`config.mk`:
```
export PLATFORM = sky130hd
export DESIGN_NAME = serial_word_tx
export DESIGN_NICKNAME = d
export VERILOG_FILES = /design/src/rtl/serial_pkg.sv /design/src/rtl/serial_word_tx_piso_reg.sv /design/src/rtl/serial_word_tx.sv
export SDC_FILE = /design/constraint.sdc
export NUM_CORES = 1
export LEC_CHECK = 0
export CORE_MARGIN = 5
export CORE_UTILIZATION = 40
export CTS_BUF_LIST = sky130_fd_sc_hd__clkbuf_16
export DETAILED_ROUTE_END_ITERATION = 10
export DONT_BUFFER_PORTS = 1
export PLACE_DENSITY = 0.59
export SLEW_MARGIN = 40
export SYNTH_ARGS = -nofsm -noshare
export SYNTH_HDL_FRONTEND = slang
export SYNTH_SLANG_ARGS = --single-unit
```
`constraint.sdc`:
```
create_clock -name clk -period 1.85 [get_ports clk]
set_input_delay 0.37 -clock clk [delete_from_list [all_inputs] [get_ports clk]]
set_output_delay 0.37 -clock clk [all_outputs]
set_load 0.01 [all_outputs]
```
`src/rtl/serial_pkg.sv`:
```
// Shared definitions for the serial word transmitter.
// Optional feature macro: SERIAL_WORD_TX_PARITY_EN adds the even-parity state.
package serial_pkg;

  localparam int WIDTH_DEFAULT = 16;

`ifdef SERIAL_WORD_TX_PARITY_EN
  typedef enum logic [1:0] {
    ST_IDLE  = 2'd0,
    ST_SHIFT = 2'd1,
    ST_PAR   = 2'd2
  } state_t;
`else
  typedef enum logic [1:0] {
    ST_IDLE  = 2'd0,
    ST_SHIFT = 2'd1
  } state_t;
`endif

endpackage

```
`src/rtl/serial_word_tx_piso_reg.sv`:
```
// Loadable MSB-first parallel-in / serial-out register.
// Load has priority over shift; zeros are shifted in at the LSB.
module piso_reg #(
  parameter int WIDTH = 16
) (
  input  logic             clk,
  input  logic             rst,
  input  logic             load,
  input  logic             shift,
  input  logic [WIDTH-1:0] d,
  output logic             q_msb
);

  logic [WIDTH-1:0] data_q;
  logic [WIDTH-1:0] data_d;

  // Next contents: capture a new word, or move every bit one place toward the MSB.
  always_comb begin
    data_d = data_q;
    if (load) begin
      data_d = d;
    end else if (shift) begin
      data_d = {data_q[WIDTH-2:0], 1'b0};
    end
  end

  // Register update; reset clears the word so a dropped handshake leaves nothing behind.
  always_ff @(posedge clk) begin
    if (rst) begin
      data_q <= '0;
    end else begin
      data_q <= data_d;
    end
  end

  assign q_msb = data_q[WIDTH-1];

endmodule

```
`src/rtl/serial_word_tx.sv`:
```
// Serial word transmitter: accepts a WIDTH-bit word on a valid/ready handshake
// and emits it MSB first on sd, one bit per cycle, then pulses done.
// Optional feature macro: SERIAL_WORD_TX_PARITY_EN appends one even-parity bit.
module serial_word_tx
  import serial_pkg::*;
#(
  parameter int WIDTH = WIDTH_DEFAULT
) (
  input  logic             clk,
  input  logic             rst,
  input  logic             in_valid,
  output logic             in_ready,
  input  logic [WIDTH-1:0] in_data,
  output logic             sd,
  output logic             sd_valid,
  output logic             busy,
  output logic             done
);

  // One spare bit so an out-of-range counter value is representable and detectable.
  localparam int CNT_W = $clog2(WIDTH + 1);
  localparam logic [CNT_W-1:0] CNT_MAX = CNT_W'(WIDTH - 1);

  state_t           state_q;
  state_t           state_d;
  logic [CNT_W-1:0] cnt_q;
  logic [CNT_W-1:0] cnt_d;
  logic             done_q;
  logic             done_d;
  logic             hs;
  logic             last_bit;
  logic             cnt_bad;
  logic             piso_msb;
`ifdef SERIAL_WORD_TX_PARITY_EN
  logic             par_q;
  logic             par_d;
`endif

  assign hs       = in_valid && (state_q == ST_IDLE);
  assign cnt_bad  = (cnt_q > CNT_MAX);
  assign last_bit = (state_q == ST_SHIFT) && (cnt_q == '0);

  piso_reg #(
    .WIDTH(WIDTH)
  ) u_piso (
    .clk   (clk),
    .rst   (rst),
    .load  (hs),
    .shift (state_q == ST_SHIFT),
    .d     (in_data),
    .q_msb (piso_msb)
  );

  // State register; reset wins over any handshake in the same cycle.
  always_ff @(posedge clk) begin
    if (rst) begin
      state_q <= ST_IDLE;
    end else begin
      state_q <= state_d;
    end
  end

  // Next-state logic; a corrupted counter drops straight back to IDLE.
  always_comb begin
    state_d = state_q;
    case (state_q)
      ST_IDLE: begin
        if (hs) state_d = ST_SHIFT;
      end
      ST_SHIFT: begin
        if (cnt_bad) begin
          state_d = ST_IDLE;
        end else if (cnt_q == '0) begin
`ifdef SERIAL_WORD_TX_PARITY_EN
          state_d = ST_PAR;
`else
          state_d = ST_IDLE;
`endif
        end
      end
`ifdef SERIAL_WORD_TX_PARITY_EN
      ST_PAR: begin
        state_d = ST_IDLE;
      end
`endif
      default: begin
        state_d = ST_IDLE;
      end
    endcase
  end

  // Output decode: frame bits only while SHIFT (or PAR), everything quiet otherwise.
  always_comb begin
    in_ready = 1'b0;
    sd       = 1'b0;
    sd_valid = 1'b0;
    busy     = 1'b0;
    case (state_q)
      ST_IDLE: begin
        in_ready = 1'b1;
      end
      ST_SHIFT: begin
        sd       = piso_msb;
        sd_valid = 1'b1;
        busy     = 1'b1;
      end
`ifdef SERIAL_WORD_TX_PARITY_EN
      ST_PAR: begin
        sd       = par_q;
        sd_valid = 1'b1;
        busy     = 1'b1;
      end
`endif
      default: begin
        in_ready = 1'b0;
      end
    endcase
  end
  assign done = done_q;

  // Counter, done pulse and running parity for the next cycle.
  always_comb begin
    cnt_d = cnt_q;
    if (hs) begin
      cnt_d = CNT_MAX;
    end else if ((state_q == ST_SHIFT) && !cnt_bad && (cnt_q != '0)) begin
      cnt_d = cnt_q - 1'b1;
    end
`ifdef SERIAL_WORD_TX_PARITY_EN
    done_d = (state_q == ST_PAR);
    par_d  = par_q;
    if (hs) begin
      par_d = 1'b0;
    end else if (state_q == ST_SHIFT) begin
      par_d = par_q ^ piso_msb;
    end
`else
    done_d = last_bit;
`endif
  end

  // Counter and done registers; reset aborts a frame without a done pulse.
  always_ff @(posedge clk) begin
    if (rst) begin
      cnt_q  <= '0;
      done_q <= 1'b0;
`ifdef SERIAL_WORD_TX_PARITY_EN
      par_q  <= 1'b0;
`endif
    end else begin
      cnt_q  <= cnt_d;
      done_q <= done_d;
`ifdef SERIAL_WORD_TX_PARITY_EN
      par_q  <= par_d;
`endif
    end
  end

endmodule

```
=== Word level (Yosys, flattened, before mapping) ===
Cells that the tools add are included.

* Bits of input ports: 19
* Output and inout port bits: 5
* Register bits after elaboration: 24

* Eq/ne operators: 3
* Reductions and logical operators: 12
* Add/subtract/negate cells: 1
* Order comparisons: 1
* Mux-type cells: 11

{| class="wikitable"
|+ Operators by type and width
! kind !! count
|-
| $mux 16 || 2
|-
| $mux 4 || 2
|-
| $mux 2 || 3
|-
| $gt 5x4->1 const B || 1
|-
| $logic_not 5->1 || 1
|-
| $reduce_bool 5->1 || 1
|-
| $sub 5x1->5 const B || 1
|-
| $logic_and 1x1->1 || 4
|-
| $pmux 2 s2 || 1
|-
| $reduce_bool 2->1 || 2
|-
| $mux 1 || 3
|-
| $ne 3x3->1 const B || 1
|-
| $eq 2x1->1 const B || 1
|-
| $logic_not 2->1 || 1
|-
| $ne 2x2->1 const B || 1
|-
| $reduce_and 2->1 || 1
|-
| $reduce_or 2->1 || 1
|-
| $logic_not 1->1 || 1
|}

=== Longest topological paths before layout ===
* Depth in word-level cells: 6
* Gate-level depth with buffers: 6

=== By module ===
From an unflattened synthesis, not the netlist that was laid out.

* Cell total of the unflattened synthesis: 109
* Area total of the unflattened synthesis: 1122.3 um^2

{| class="wikitable"
|+ Modules (own cells, without submodules)
! module !! instances !! cells an instance !! area an instance (um^2)
|-
| piso_reg || 1 || 71 || 764.5
|-
| serial_word_tx || 1 || 38 || 357.8
|}

=== Least setup slack after synthesis ===
OpenSTA, ideal clock, no wires.

* Path kind: reg-to-reg
* Start point: register cnt_q[0]
* End point: register cnt_q[2]
* Data arrival time: 1.367 ns
* Stages on the path, launching flop included: 7
* Library setup time: 0.124 ns
* Clock period less this slack: 1.490 ns
* Slack: 0.360 ns
* Cells stage by stage: dfxtp_1 inv_1 ha_1 nor3b_2 a211oi_4 a31oi_1 o311a_2

* Longest elaborated chain between the ends: 5
* Elaborated cells between the ends (all ways): 9

{| class="wikitable"
|+ Ends and longest elaborated chain
! item !! line !! text
|-
| start, declared || serial_word_tx.sv:26 || <nowiki>logic [CNT_W-1:0] cnt_q;</nowiki>
|-
| start signal, assigned || serial_word_tx.sv:151 || <nowiki>cnt_q <= cnt_d;</nowiki>
|-
| $gt 5x4->1 || serial_word_tx.sv:40 || <nowiki>assign cnt_bad = (cnt_q > CNT_MAX);</nowiki>
|-
| $logic_not 1->1 || serial_word_tx.sv:126 || <nowiki>end else if ((state_q == ST_SHIFT) && !cnt_bad && (cnt_q != '0)) begin</nowiki>
|-
| $logic_and 1x1->1 (2 in series) || serial_word_tx.sv:126 ||
|-
| $reduce_bool 2->1 (no line) || -- ||
|}

Parallel ways exist; a longest one is shown, timed or not. The select of a mux whose other input is x is not followed.
A chain may end at the register's enable or synchronous reset.

=== Final worst setup path ===
Same ends and word-level chain as after synthesis.

==> results.yml <==
status:
  outcome: "finished clean"
worst_setup_path:
  critPathArrivalTime_ns: 1.76
  critPathKind: "register to register"
  critPathLaunchType: "register"
  crit_fanout: 6
  crit_required_ns: 1.99
  crit_path_end_kind: "register"
final_layout:
  fin_util_pct: 45.9
  layout_common_cells: "nor2_1 (32), dfxtp_1 (23), mux2i_1 (16)"
  nNetsFinal: 140
  syn_to_final_growth_pct: 7.93
  final_common_cell: "nor2_1"
  layout-drive-gt1-share_pct: 10.2
  n_fill_cell: 256
  diodes: 0
cts:
  cts_setup_buffers: 0
  cts_tree: "done"
  ctsResizeCount: 0
  htreeDepth: 1
  clock_sinks: 23
  cts-root-buf: "clkbuf_16"
  cts_buffer_depth: 2
  clock_latency_ns: 0.25
  cts_buffers: 3
  path_clk_slew_ns: 0.06
  cts_hold_buf: 0
global_routing:
  grt_first_pass_wirelength_mm: 3.02
  antenna_found_initial: 0
  grt-ovfl-total: 0
  grt_usage_pct: 10.8
  grt_pass1_vias: 724
  grt_start_max_net_pins: 26
synthesis:
  synth-xor-area-share_pct: 0
  syn_nets: 142
  netlist_area_sq_mm: 0.00107
  synth_ff_type: "dfxtp_1"
  synth_top_family_by_area: "simple AND/OR/NAND/NOR gates"
  yosys_warnings: 0
  yosysUniqueCellTypes: 25
  synth_edf_count: 0
  ys_ff_latch: 23
  synth_cells: 121
  synth-simple-area-share_pct: 20.9
  ys_seq_area_share_pct: 42.9
  synthAdderAreaFrac_pct: 2.33
  synth-compound-area-share_pct: 13.5
  syn_avg_cell_area_sq_um: 8.86
  async_reset_ff_share_pct: 0
  synth.area.mux_share_pct: 14.9
detailed_routing:
  drt_iter0_drc: 39
  drc: 0
  routed_wl_mm: 1.84
  drtAntennaViolNets: 0
  vias_per_cell: 5.41
  dr_total_vias: 800
  wl_per_cell_um: 12.4
  firstDrtPassIters: 4
sta:
  fin_crit_sh_pct: 87.4
  finalSetupTns_ns: 0
  finalSetupViolCount: 0
  fin_ws_ns: 0.233
  maxSlewHeadroom_pct: 76.6
  fin_crit_ns: 1.62
  grt_setup_unrepaired: "no"
  drv_slew: 0
  hold_viol_final: 0
  finClkSkew_ns: 0.00182
  fmax_ghz: 0.618
  worstMarginPinSlew_ns: 0.349
placed_design:
  gp_congestion: 0.725
  hpwl_mm: 1.31
  io_buffers: 0
  dp_worst_setup_slack_ns: 0.245
pwr:
  ir_worst_vdd_mv: 0.773
  p_per_area_mw_per_mm2: 1030
  p_leak_nw: 0.492
min_path:
  hold_class: "input port to register"
floorplan:
  core_sq_mm: 0.00252
  rows: 18
  io_pins: 24
  die_area_sq_mm: 0.00382
  die_h_um: 61.8
  die_w_um: 61.8
  initial_core_util_pct: 42.5
flow_run:
  cap_violations: 0
[cell families after synthesis]
logic type / Yosys count
AO/OA/AOI/OAI: 21
buffers and inverters: 12
adder cells (fa/ha/maj): 2
AND/OR/NAND/NOR: 47
flip-flops: 23
multiplexers: 16
[power by group]
group / switching (mW) / internal [mW] / total [mW]
sequential: 0.0313 / 0.537 / 0.568
combinational: 0.0918 / 0.0811 / 0.173
clock: 0.160 / 0.288 / 0.448
total: 0.284 / 0.906 / 1.19
[cells in the mapped netlist (2+ instances only)]
cell type  number  area, sq um
nor2_1         32          120
dfxtp_1        23          460
mux2i_1        16          160
a21oi_1        15         75.1
clkbuf_1        5         18.8
nor3_1          4         20.0
buf_4           3         22.5
inv_1           3         11.3
a211oi_2        2         25.0
ha_1            2         25.0
nor3b_1         2         15.0
[worst max-delay path, stage by stage, from the launching register on]
cell and delay (ns):
dfxtp_1 0.41, inv_1 0.11, ha_1 0.23, nor3b_2 0.19, a211oi_4 0.30, a31oi_1 0.14, o311a_2 0.13
[sequential cells by signal, summed over array words and instances (netlist names)]
signal         flops
state_q            1
cnt_q              5
done               1
u_piso.data_q     16
[routing by layer]
| layer | track usage, % | part of all wire, % | up-vias |
|---|---|---|---|
| met5 | 0 | 0 | - |
| met1 | 12.2 | 43 | 367 |
| met4 | 4.55 | 1.1 | 0 |
| met3 | 5.58 | 11 | 4 |
| met2 | 17.2 | 45 | 24 |
| li1 | - | - | 405 |
[per-stage QoR]
stage | power (mW) | std cells | hold WS [ns] | instance area (sq um)
floorplan | 0.742 | 121 | 0.446 | 1070
detailed placement | 0.752 | 144 | 0.440 | 1080
global placement | 0.747 | 144 | 0.439 | 1080
finish | 1.19 | 148 | 0.182 | 1160
CTS | 1.21 | 148 | 0.171 | 1160
global route | 1.26 | 148 | 0.164 | 1160
[area by class of cell]
type                       count  area (sq um)  share of cell area [%]
clock buffer                   3          75.1                    6.49
clock inverter                 1          3.75                   0.324
inverter                       3          11.3                   0.973
multi-input combinational     86           554                    47.9
sequential                    23           460                    39.8
tap                           30          37.5                    3.24
timing repair buffer           2          15.0                    1.30
[worst paths after layout]
path	from	endpoint	slack, ns	cells past startpoint
max	cnt_q[0]	cnt_q[2]	0.23	6
min	rst	cnt_q[0]	0.18	1
max reg2reg	cnt_q[0]	cnt_q[2]	0.23	6
min reg2reg	cnt_q[4]	cnt_q[4]	0.47	1
No activity file was read; power rests on OpenSTA's default activity.
